### src/rtl/s298_state_bank.sv
// s298 state-register bank: eight state flops captured from the next-state cones under a step-count run controller.
// Optional scan chain through the state flops when S298_SCAN_EN is defined.
module s298_state_bank #(
    parameter int unsigned CW      = 8,
    parameter logic [7:0]  RST_VAL = 8'h00
) (
    input  logic          CK,
    input  logic          RST,
    input  logic          INIT_LOAD,
    input  logic [7:0]    INIT_VAL,
    input  logic          START,
    input  logic [CW-1:0] NSTEPS,
    input  logic [7:0]    NS_IN,
`ifdef S298_SCAN_EN
    input  logic          SCAN_MODE,
    input  logic          SCAN_IN,
    output logic          SCAN_OUT,
`endif
    output logic          G10,
    output logic          G11,
    output logic          G12,
    output logic          G13,
    output logic          G14,
    output logic          G15,
    output logic          G19,
    output logic          G22,
    output logic          BUSY,
    output logic          DONE,
    output logic [CW-1:0] STEP_CNT
);

    typedef enum logic [1:0] {
        S_IDLE = 2'd0,
        S_RUN  = 2'd1,
        S_DONE = 2'd2
    } fsm_t;

    fsm_t          fsm_q, fsm_d;
    logic [7:0]    st_q, st_d;      // {G22,G19,G15,G14,G13,G12,G11,G10}
    logic [CW-1:0] rem_q, rem_d;
    logic [CW-1:0] cnt_q, cnt_d;
    logic          scan_shift;

`ifdef S298_SCAN_EN
    assign scan_shift = SCAN_MODE;
    assign SCAN_OUT   = st_q[7];
`else
    assign scan_shift = 1'b0;
`endif

    always_comb begin
        fsm_d = fsm_q;
        st_d  = st_q;
        rem_d = rem_q;
        cnt_d = cnt_q;
        if (scan_shift) begin
`ifdef S298_SCAN_EN
            st_d = {st_q[6:0], SCAN_IN};
`endif
        end else begin
            unique case (fsm_q)
                S_IDLE, S_DONE: begin
                    if (INIT_LOAD) begin
                        st_d  = INIT_VAL;
                        fsm_d = S_IDLE;
                    end else if (START) begin
                        cnt_d = '0;
                        if (NSTEPS != '0) begin
                            rem_d = NSTEPS;
                            fsm_d = S_RUN;
                        end else begin
                            fsm_d = S_DONE;
                        end
                    end
                end
                S_RUN: begin
                    st_d  = NS_IN;
                    rem_d = rem_q - CW'(1);
                    if (cnt_q != '1)
                        cnt_d = cnt_q + CW'(1);
                    if (rem_q == CW'(1))
                        fsm_d = S_DONE;
                end
                default: fsm_d = S_IDLE;
            endcase
        end
    end

    always_ff @(posedge CK) begin
        if (RST) begin
            fsm_q <= S_IDLE;
            st_q  <= RST_VAL;
            rem_q <= '0;
            cnt_q <= '0;
        end else begin
            fsm_q <= fsm_d;
            st_q  <= st_d;
            rem_q <= rem_d;
            cnt_q <= cnt_d;
        end
    end

    assign {G22, G19, G15, G14, G13, G12, G11, G10} = st_q;
    assign BUSY     = (fsm_q == S_RUN);
    assign DONE     = (fsm_q == S_DONE);
    assign STEP_CNT = cnt_q;

endmodule

### config.mk
export PLATFORM = sky130hd
export DESIGN_NAME = s298_state_bank
export DESIGN_NICKNAME = d
export VERILOG_FILES = /design/src/rtl/s298_state_bank.sv
export SDC_FILE = /design/constraint.sdc
export NUM_CORES = 1
export LEC_CHECK = 0
export ABC_AREA = 1
export CORE_ASPECT_RATIO = 0.6
export CORE_MARGIN = 2
export CORE_UTILIZATION = 46
export CTS_CLUSTER_SIZE = 25
export DETAILED_ROUTE_END_ITERATION = 8
export PLACE_DENSITY = 0.79
export RECOVER_POWER = 25
export SLEW_MARGIN = 20
export SYNTH_ARGS = -nofsm -noshare
export SYNTH_HDL_FRONTEND = slang
export SYNTH_SLANG_ARGS = --single-unit
export TNS_END_PERCENT = 100
### constraint.sdc
create_clock -name CK -period 1.5 [get_ports CK]
set_input_delay 0.3 -clock CK [delete_from_list [all_inputs] [get_ports CK]]
set_output_delay 0.3 -clock CK [all_outputs]
set_load 0.01 [all_outputs]
==> results of run 1 <==
cell usage after synthesis:
master	count	area, um2
buf_6	4	45.04
or2_2	3	18.77
nor2_1	23	86.33
buf_2	2	10.01
nor3_2	1	10.01
a21oi_1	25	125.1
nand4_1	1	6.260
o22ai_1	8	50.05
nand2_2	3	18.77
nor2_4	1	11.26
nor3_1	1	5.000
nand2_4	3	33.78
inv_4	1	6.260
o21ai_1	7	35.03
dfxtp_1	26	520.5
buf_4	1	7.510
nand3_2	1	10.01
a21oi_2	2	17.52
inv_2	2	7.510
nand2_1	44	165.2
ha_1	3	37.54
a31oi_1	1	6.260
nand3_1	17	85.08
or2_0	1	6.260
o21ai_0	15	75.07
inv_1	23	86.33
nor2_2	3	18.77
power by group through the flow:
stage | logic [W] | clock network (W) | registers (W)
after floorplan | 0.000305 | 0 | 0.000801
after global placement | 0.000522 | 0 | 0.000793
after detailed placement | 0.000526 | 0 | 0.000793
after CTS | 0.000528 | 0.000600 | 0.000780
after global routing | 0.000587 | 0.000631 | 0.000788
final | 0.000537 | 0.000590 | 0.000781
state kept, by name, indices dropped and copies added, names as in the netlist:
name	flops
STEP_CNT	8
fsm_q	2
rem_q	8
st_q	8
what timing repair did:
| action | in CTS | in global routing |
|---|---|---|
| gates cloned | 0 | 1 |
| gates resized for setup | 12 | 9 |
| setup buffers | 0 | 0 |
| endpoints found under the hold margin | 0 | 0 |
| setup endpoints to repair | 10 | 14 |
| pin swaps | 0 | 1 |
metal layers:
metal  routed length, um  vias to the layer above
li1                    -                      842
met1                2043                      714
met2                1741                       55
met3                 258                        2
met4                  12                        0
met5                   0                        -
area by class of cell:
cell class	count	area, um2
Clock inverter	1	30.03
Sequential cell	26	528.0
Clock buffer	3	41.29
Inverter	26	100.1
Tap cell	45	56.30
Fill cell	297	1067
Multi-Input combinational cell	164	835.8
Timing Repair Buffer	54	524.3
cell families (layout without fill, tap and decap cells):
family / Yosys count / in the layout
adder cells (fa/ha/maj): 3 / 3
flip-flops: 26 / 26
AO/OA/AOI/OAI: 58 / 58
AND/OR/NAND/NOR: 102 / 103
buffers and inverters: 33 / 84
worst max-delay path by stage:
| stage | start | endpoint | slack (ps) |
|---|---|---|---|
| CTS | STEP_CNT[4] | STEP_CNT[4] | 0.6 |
| global route | fsm_q[1] | st_q[5] | -30 |
| detailed placement | NSTEPS[2] | rem_q[3] | -160 |
| global placement | NSTEPS[2] | rem_q[2] | -140 |
| floorplan | STEP_CNT[0] | STEP_CNT[6] | 150 |
| finish | st_q[7] | G22 | 30 |
stage by stage:
| stage | instance area (um2) | setup TNS [ps] | util [%] | hold slack [ps] | setup WS [ps] |
|---|---|---|---|---|---|
| after global routing | 2116 | -32.35 | 66.47 | 483.4 | -32.35 |
| after floorplan | 1505 | 0 | - | 453.0 | 151.1 |
| after global placement | 2029 | -942.7 | 63.76 | 471.3 | -139.0 |
| after detailed placement | 2029 | -1207 | 63.76 | 481.3 | -155.3 |
| final | 2116 | 0 | 66.47 | 465.2 | 25.37 |
| after CTS | 2103 | 0 | 66.08 | 470.7 | 0.5926 |
==> out/summary.txt, run 1 <==
Finish-stage setup viols - 0
Final hold vios - 0
Sequence of cells on the critical path - clkdlybuf4s50_1
Status - complete, no violations
CTS Buf Count - 3
Top cell family by delay on the critical path - buffers and inverters
# Max-Cap Violations - 0
Iter 0 DRT Violations - 123
Die extent in y - 48.31 um
Clock Sinks - 26
DP HPWL - 2890 um
Synth unique cells - 27
Worst reg2reg setup slack - 100 ps
Vias in the first global route - 1424
Syn Inst Count - 222
Crit Path Class - reg -> out
Placed cell count - 314
H-Tree Depth - 1
Clock transition at path regs - 100 ps
Hold path start - STEP_CNT[0]
Final Cycle Share - 98.31%
Crit path buf inv count - 1
Stages on worst setup path - 1
GR Layer Usage met3 - 5.224%
Vias - 1613
First-pass GRT wire length - 6479 um
YS warnings - 0
# hold bufs at CTS - 0
IO Pins - 46
Post-route ant nets - 0
Nets - 306
LEAKAGE - 0.8875 nW
Worst r2r path cells - 7
Crit path max fanout - 2
Clk buf depth - 2
I/O Buffers - 45
Simple logic cell fraction of the synthesized area - 31.59%
Pins over their slew limit - 0
Worst Path Arrival - 1170 ps
Vias per cell - 5.056
Register area share after synthesis - 34.58%
Root buf cell - clkbuf_8
Required time of the worst setup path - 1200 ps
Post-Synth XOR/XNOR Area - 0%
Fmax - 678.1 MHz
Clock share of power - 30.9%
Busiest grt layer - met2
Syn Std Cell Area - 1505 um2
Routability Congestion - 0.8621
Power per Cell Area - 901.8 nW/um2
Largest net degree at the start of global routing - 18
Startpoint types - flip-flop
RR Startpoint - fsm_q[1]
Total Power - 0.001908 W
Yosys reg bits - 26
Sequential share of power - 40.9%
Starting density of the core - 47.29%
Die W - 77.85 um
Hold EP - STEP_CNT[0]
Most frequent cells in the layout - nand2_1, clkdlybuf4s50_1, a21oi_1
Ant. Diodes - 0
Avg Cell Area, Syn - 6.780 um2
Drt first pass iters - 4
Critical Path End Type - primary output
Syn-to-layout area delta - 40.57%
All-Layer GR Usage - 21.48%
Main combinational cell family by area after synthesis - simple AND/OR/NAND/NOR gates
Tmin final - 1475 ps
Actual slew at the worst max-slew pin - 519.4 ps
Initial antenna violation count - 0
P_sw - 0.0005578 W
VDD IR max - 0.4596 mV
Avg WL per Cell - 12.72 um
Clk_lat worst skew - 280 ps
Max incr delay on CP - 560 ps
Clk_skew - 8.381 ps
Grt total ovfl - 0
WL final - 4057 um
Post-Syn Nets - 253
Slew HR - 65.33%
Core area - 3183 um2
Min-Delay Path Depth - 1
Gate power share - 28.1%
Final std cells w/o fill - 319
CP max-delay cell - clkdlybuf4s50_1
Commonest non-fill, non-tap cell in the layout - nand2_1
Post-synthesis compound-gate area fraction - 20.53%
Multiplexer area fraction after synthesis - 0%
TritonCTS clock tree - built
Worst Hold Class - reg -> reg
Global-route track usage on met1 - 30.83%
Row Count - 16
Die area - 3761 um2
Switch share - 29.24%
Drt drc - 0
Met2 Use GR - 33.48%
Layout cell share with drive strength beyond 1 - 14.96%
FF-to-FF End - st_q[5]
Internal - 0.001350 W
Synth Area in Adders - 2.494%
No activity file was read; power rests on OpenSTA's default activity.
==> inputs of run 2 (changes only) <==
--- a/config.mk
+++ b/config.mk
@@ -6,12 +6,15 @@
 export NUM_CORES = 1
 export LEC_CHECK = 0
 export ABC_AREA = 1
+export CELL_PAD_IN_SITES_DETAIL_PLACEMENT = 1
+export CELL_PAD_IN_SITES_GLOBAL_PLACEMENT = 1
 export CORE_ASPECT_RATIO = 0.6
 export CORE_MARGIN = 2
-export CORE_UTILIZATION = 46
+export CORE_UTILIZATION = 32
 export CTS_CLUSTER_SIZE = 25
 export DETAILED_ROUTE_END_ITERATION = 8
-export PLACE_DENSITY = 0.79
+export GPL_TIMING_DRIVEN = 0
+export PLACE_DENSITY_LB_ADDON = 0.1
 export RECOVER_POWER = 25
 export SLEW_MARGIN = 20
 export SYNTH_ARGS = -nofsm -noshare
==> run 2 against run 1 <==
Effect of this change: power decreased by 4.0%; via count increased by 2.4%; die area increased by 41%; critical endpoint is now BUSY; largest power group unchanged; highest routed layer unchanged.
==> out/summary.txt, run 2 (same netlist as run 1, synthesis figures left out) <==
Status - complete, no violations
Placed cell count - 329
Worst r2r path cells - 8
Avg WL per Cell - 14.67 um
All-Layer GR Usage - 19.74%
Hold EP - rem_q[4]
Core area - 4541 um2
Unrepaired setup endpoints after global routing - true
Final hold vios - 0
Commonest non-fill, non-tap cell in the layout - nand2_1
Fmax - 673.2 MHz
Min-Delay Path Depth - 2
Crit Path Class - reg -> out
Min Hold Slack - 337.8 ps
LEAKAGE - 0.9495 nW
Worst reg2reg setup slack - 130 ps
# Max-Cap Violations - 0
Slew HR - 77.73%
Final std cells w/o fill - 343
Final Cycle Share - 99.03%
Starting density of the core - 33.15%
First-pass GRT wire length - 8224 um
Nets - 312
Largest net degree at the start of global routing - 15
Clk_skew - 11.15 ps
Met1 WL - 2575 um
Power per Cell Area - 823.7 nW/um2
Clk buf depth - 2
Ant. Diodes - 0
Area of the multi-input gates - 865.8 um2
Layout cell share with drive strength beyond 1 - 18.93%
Post-route ant nets - 0
Top Metal Used - met4
Clock Sinks - 26
Sequential cell area - 533.0 um2
Initial antenna violation count - 0
Worst Path Arrival - 1190 ps
Met2 WL - 2070 um
Pins over their slew limit - 0
Drt first pass iters - 4
Clock transition at path regs - 100 ps
Die W - 92.54 um
Die extent in y - 57.13 um
Vias - 1652
Routability Congestion - 0.7884
Root buf cell - clkbuf_8
IO Pins - 46
Sequence of cells on the critical path - inv_2 > nand2_8 > inv_8 > buf_8 > clkdlybuf4s15_2
Tmin final - 1486 ps
Finish-stage setup viols - 0
Actual slew at the worst max-slew pin - 331.5 ps
DP HPWL - 3775 um
Most frequent cells in the layout - nand2_1, clkdlybuf4s50_1, a21oi_1
Filler cells - 582
FF-to-FF End - STEP_CNT[6]
I/O Buffers - 44
Die area - 5286 um2
Core Util, Final - 48.97%
Crit path buf inv count - 4
Critical Path End Type - primary output
Vias per cell - 4.816
Grt total ovfl - 0
Top cell family by delay on the critical path - buffers and inverters
RR Startpoint - STEP_CNT[0]
CP max-delay cell - dfxtp_1
Startpoint types - flip-flop
Max incr delay on CP - 320 ps
Clk_lat worst skew - 280 ps
TritonCTS clock tree - built
Iter 0 DRT Violations - 69
Syn-to-layout area delta - 47.71%
DR WL met3 - 363 um
Drt drc - 0
WL final - 5033 um
CTS Buf Count - 3
Row Count - 19
Total Power - 0.001831 W
Crit path max fanout - 6
VDD IR max - 0.4099 mV
Required time of the worst setup path - 1200 ps
Hold path start - RST
Vias in the first global route - 1667
Setup TNS Final - 0 ps
Worst Hold Class - in -> reg
H-Tree Depth - 1
run 2: changes by cell type in the layout (fill, tap and decap cells not counted), sizes merged:
cell	change
buf	+8
bufinv	-1
clkbuf	+1
clkdlybuf4s15	+2
clkdlybuf4s25	-3
clkdlybuf4s50	-2
dlymetal6s2s	+2
nand2	-1
run 2: final cells by class:
| class | instances | share of cell area [%] |
|---|---|---|
| inverters | 26 | 4.727 |
| well taps | 63 | 3.545 |
| repair buffers | 54 | 23.19 |
| flip-flops and latches | 26 | 23.97 |
| clock buffers | 4 | 2.476 |
| plain buffers | 7 | 3.151 |
| multi-input cells | 163 | 38.94 |
run 2: power breakdown:
| part | switching, W | internal, W |
|---|---|---|
| clock network | 0.000228 | 0.000235 |
| logic | 0.000315 | 0.000268 |
| registers | 0.0000393 | 0.000746 |
run 2: metal layers:
layer	vias to the layer above	global-route usage, %
met4	0	4.051
met2	49	29.30
met1	751	29.27
li1	848	-
met3	4	4.756
met5	-	0
run 2: through the flow:
step	worst slack (ps)	instance area (um2)
final	14.48	2223
after global routing	-44.48	2223
after CTS	-70.63	2097
after detailed placement	-268.4	2024
after global placement	-248.2	2024
after floorplan	151.1	1505
run 2: how the worst max path moves through the flow:
stage / start / end / slack, ps / cells past startpoint
2_1_floorplan: STEP_CNT[0] / STEP_CNT[6] / 150 / 8
3_3_place_gp: fsm_q[0] / BUSY / -250 / 4
3_5_place_dp: NSTEPS[6] / rem_q[0] / -270 / 9
4_1_cts: fsm_q[1] / BUSY / -70 / 5
5_1_grt: fsm_q[1] / BUSY / -40 / 5
6_report: fsm_q[1] / BUSY / 10 / 5
run 2: repair_timing:
| action | CTS | global route |
|---|---|---|
| resized for setup | 21 | 18 |
| pin swaps | 0 | 4 |
| buffers inserted | 0 | 10 |
| hold buffers | 0 | 0 |
| setup endpoints to repair | 10 | 14 |
==> inputs of run 3 (changes only) <==
--- a/config.mk
+++ b/config.mk
@@ -10,7 +10,7 @@
 export CELL_PAD_IN_SITES_GLOBAL_PLACEMENT = 1
 export CORE_ASPECT_RATIO = 0.6
 export CORE_MARGIN = 2
-export CORE_UTILIZATION = 32
+export CORE_UTILIZATION = 34
 export CTS_CLUSTER_SIZE = 25
 export DETAILED_ROUTE_END_ITERATION = 8
 export GPL_TIMING_DRIVEN = 0
==> constraint.sdc (replaced) <==
create_clock -name CK -period 1.75 [get_ports CK]
set_input_delay 0.35 -clock CK [delete_from_list [all_inputs] [get_ports CK]]
set_output_delay 0.35 -clock CK [all_outputs]
set_load 0.01 [all_outputs]
==> run 3 against run 2 <==
Effect of this change: highest routed layer unchanged; routed wire length shrank 5.8%; sequential power shrank 15%; global-route usage grew 0.19 points; register-to-register slack gained 100 ps; non-clock buffer count shrank 11.
==> out/summary.txt, run 3 (same netlist as run 1, synthesis figures left out) <==
Status - complete, no violations
Actual slew at the worst max-slew pin - 403.4 ps
Crit Path Class - reg -> out
Final Cycle Share - 95.23%
# Max-Cap Violations - 0
Unrepaired setup endpoints after global routing - false
I/O Buffers - 44
Grt total ovfl - 0
Critical Path End Type - primary output
IO Pins - 46
DP Worst Slack - -39.57 ps
Setup slack after layout - 83.41 ps
Finish-stage setup viols - 0
Clk buf depth - 2
Vias - 1630
Clk_lat worst skew - 280 ps
VDD IR max - 0.3405 mV
Final hold vios - 0
Initial antenna violation count - 0
H-Tree Depth - 1
Clock Sinks - 26
Ant. Diodes - 0
Vias per cell - 4.954
Most frequent cells in the layout - nand2_1, clkdlybuf4s50_1, dfxtp_1, a21oi_1
WL final - 4739 um
Power per Cell Area - 796.6 nW/um2
First-pass GRT wire length - 7948 um
All-Layer GR Usage - 19.92%
Fmax - 600.0 MHz
LEAKAGE - 0.8432 nW
Placed cell area - 2021 um2
Setup TNS Final - 0 ps
Worst Hold Class - in -> reg
Die area - 4993 um2
# hold bufs at CTS - 0
Tmin final - 1667 ps
CTS Buf Count - 3
Die extent in y - 55.54 um
DP HPWL - 3710 um
TritonCTS clock tree - built
Largest net degree at the start of global routing - 16
Startpoint types - flip-flop
Core area - 4189 um2
Root buf cell - clkbuf_8
Commonest non-fill, non-tap cell in the layout - nand2_1
Vias in the first global route - 1650
Avg WL per Cell - 14.40 um
Required time of the worst setup path - 1400 ps
Clock transition at path regs - 100 ps
Syn-to-layout area delta - 37.82%
Iter 0 DRT Violations - 44
Crit path max fanout - 3
Drt first pass iters - 4
Starting density of the core - 35.93%
Row Count - 18
Drt drc - 0
Layout cell share with drive strength beyond 1 - 10.78%
Post-route cell area - 2074 um2
Post-route ant nets - 0
Routability Congestion - 0.8119
Placed cell count - 326
Core Util, Final - 49.52%
Clk_skew - 5.097 ps
Slew HR - 73.11%
Worst Path Arrival - 1320 ps
Final std cells w/o fill - 329
Pins over their slew limit - 0
Nets - 301
Die W - 89.90 um
run 3: critical path: stages (launching register included):
cell and delay (ps):
dfxtp_1 320, inv_1 80, nor2_1 90, clkdlybuf4s50_1 540
run 3: area by class of cell:
| cell class | instances | area, um2 |
|---|---|---|
| Timing Repair Buffer | 44 | 439.2 |
| Buffer | 6 | 47.55 |
| Tap cell | 60 | 75.07 |
| Clock inverter | 1 | 30.03 |
| Multi-Input combinational cell | 163 | 819.5 |
| Clock buffer | 3 | 41.29 |
| Sequential cell | 26 | 521.8 |
| Inverter | 26 | 100.1 |
| Fill cell | 555 | 2115 |
run 3: power by group:
group / internal [W] / switching (W) / leakage [nW]
logic: 0.000202 / 0.000258 / 0.594
registers: 0.000639 / 0.0000315 / 0.214
clock network: 0.000307 / 0.000214 / 0.0357
total: 0.00115 / 0.000504 / 0.843
run 3: repair_timing:
action                     CTS  global route
resized for setup            3             0
buffers inserted             0             0
setup endpoints to repair    1             0
run 3: final timing paths:
kind | startpoint | to | slack, ps | depth (start not counted)
worst min register to register | rem_q[7] | rem_q[7] | 510 | 2
worst max-delay path | fsm_q[1] | DONE | 80 | 3
worst min-delay path | RST | rem_q[4] | 380 | 2
worst max register to register | STEP_CNT[0] | STEP_CNT[7] | 230 | 7
run 3: per-layer routing:
metal	wire length, um	track usage [%]	share of wire [%]	up-vias
li1	-	-	-	830
met1	2410	28.15	51	749
met2	2024	30.63	43	47
met3	277	5.593	5.8	4
met4	27	3.956	0.57	0
met5	0	0	0	-
run 3: per-stage QoR:
step           total power, W  hold WS (ps)
2_1_floorplan       0.0009484         453.0
6_report             0.001653         382.2
3_3_place_gp         0.001135         467.4
3_5_place_dp         0.001147         489.6
5_1_grt              0.001749         402.3
4_1_cts              0.001672         388.3
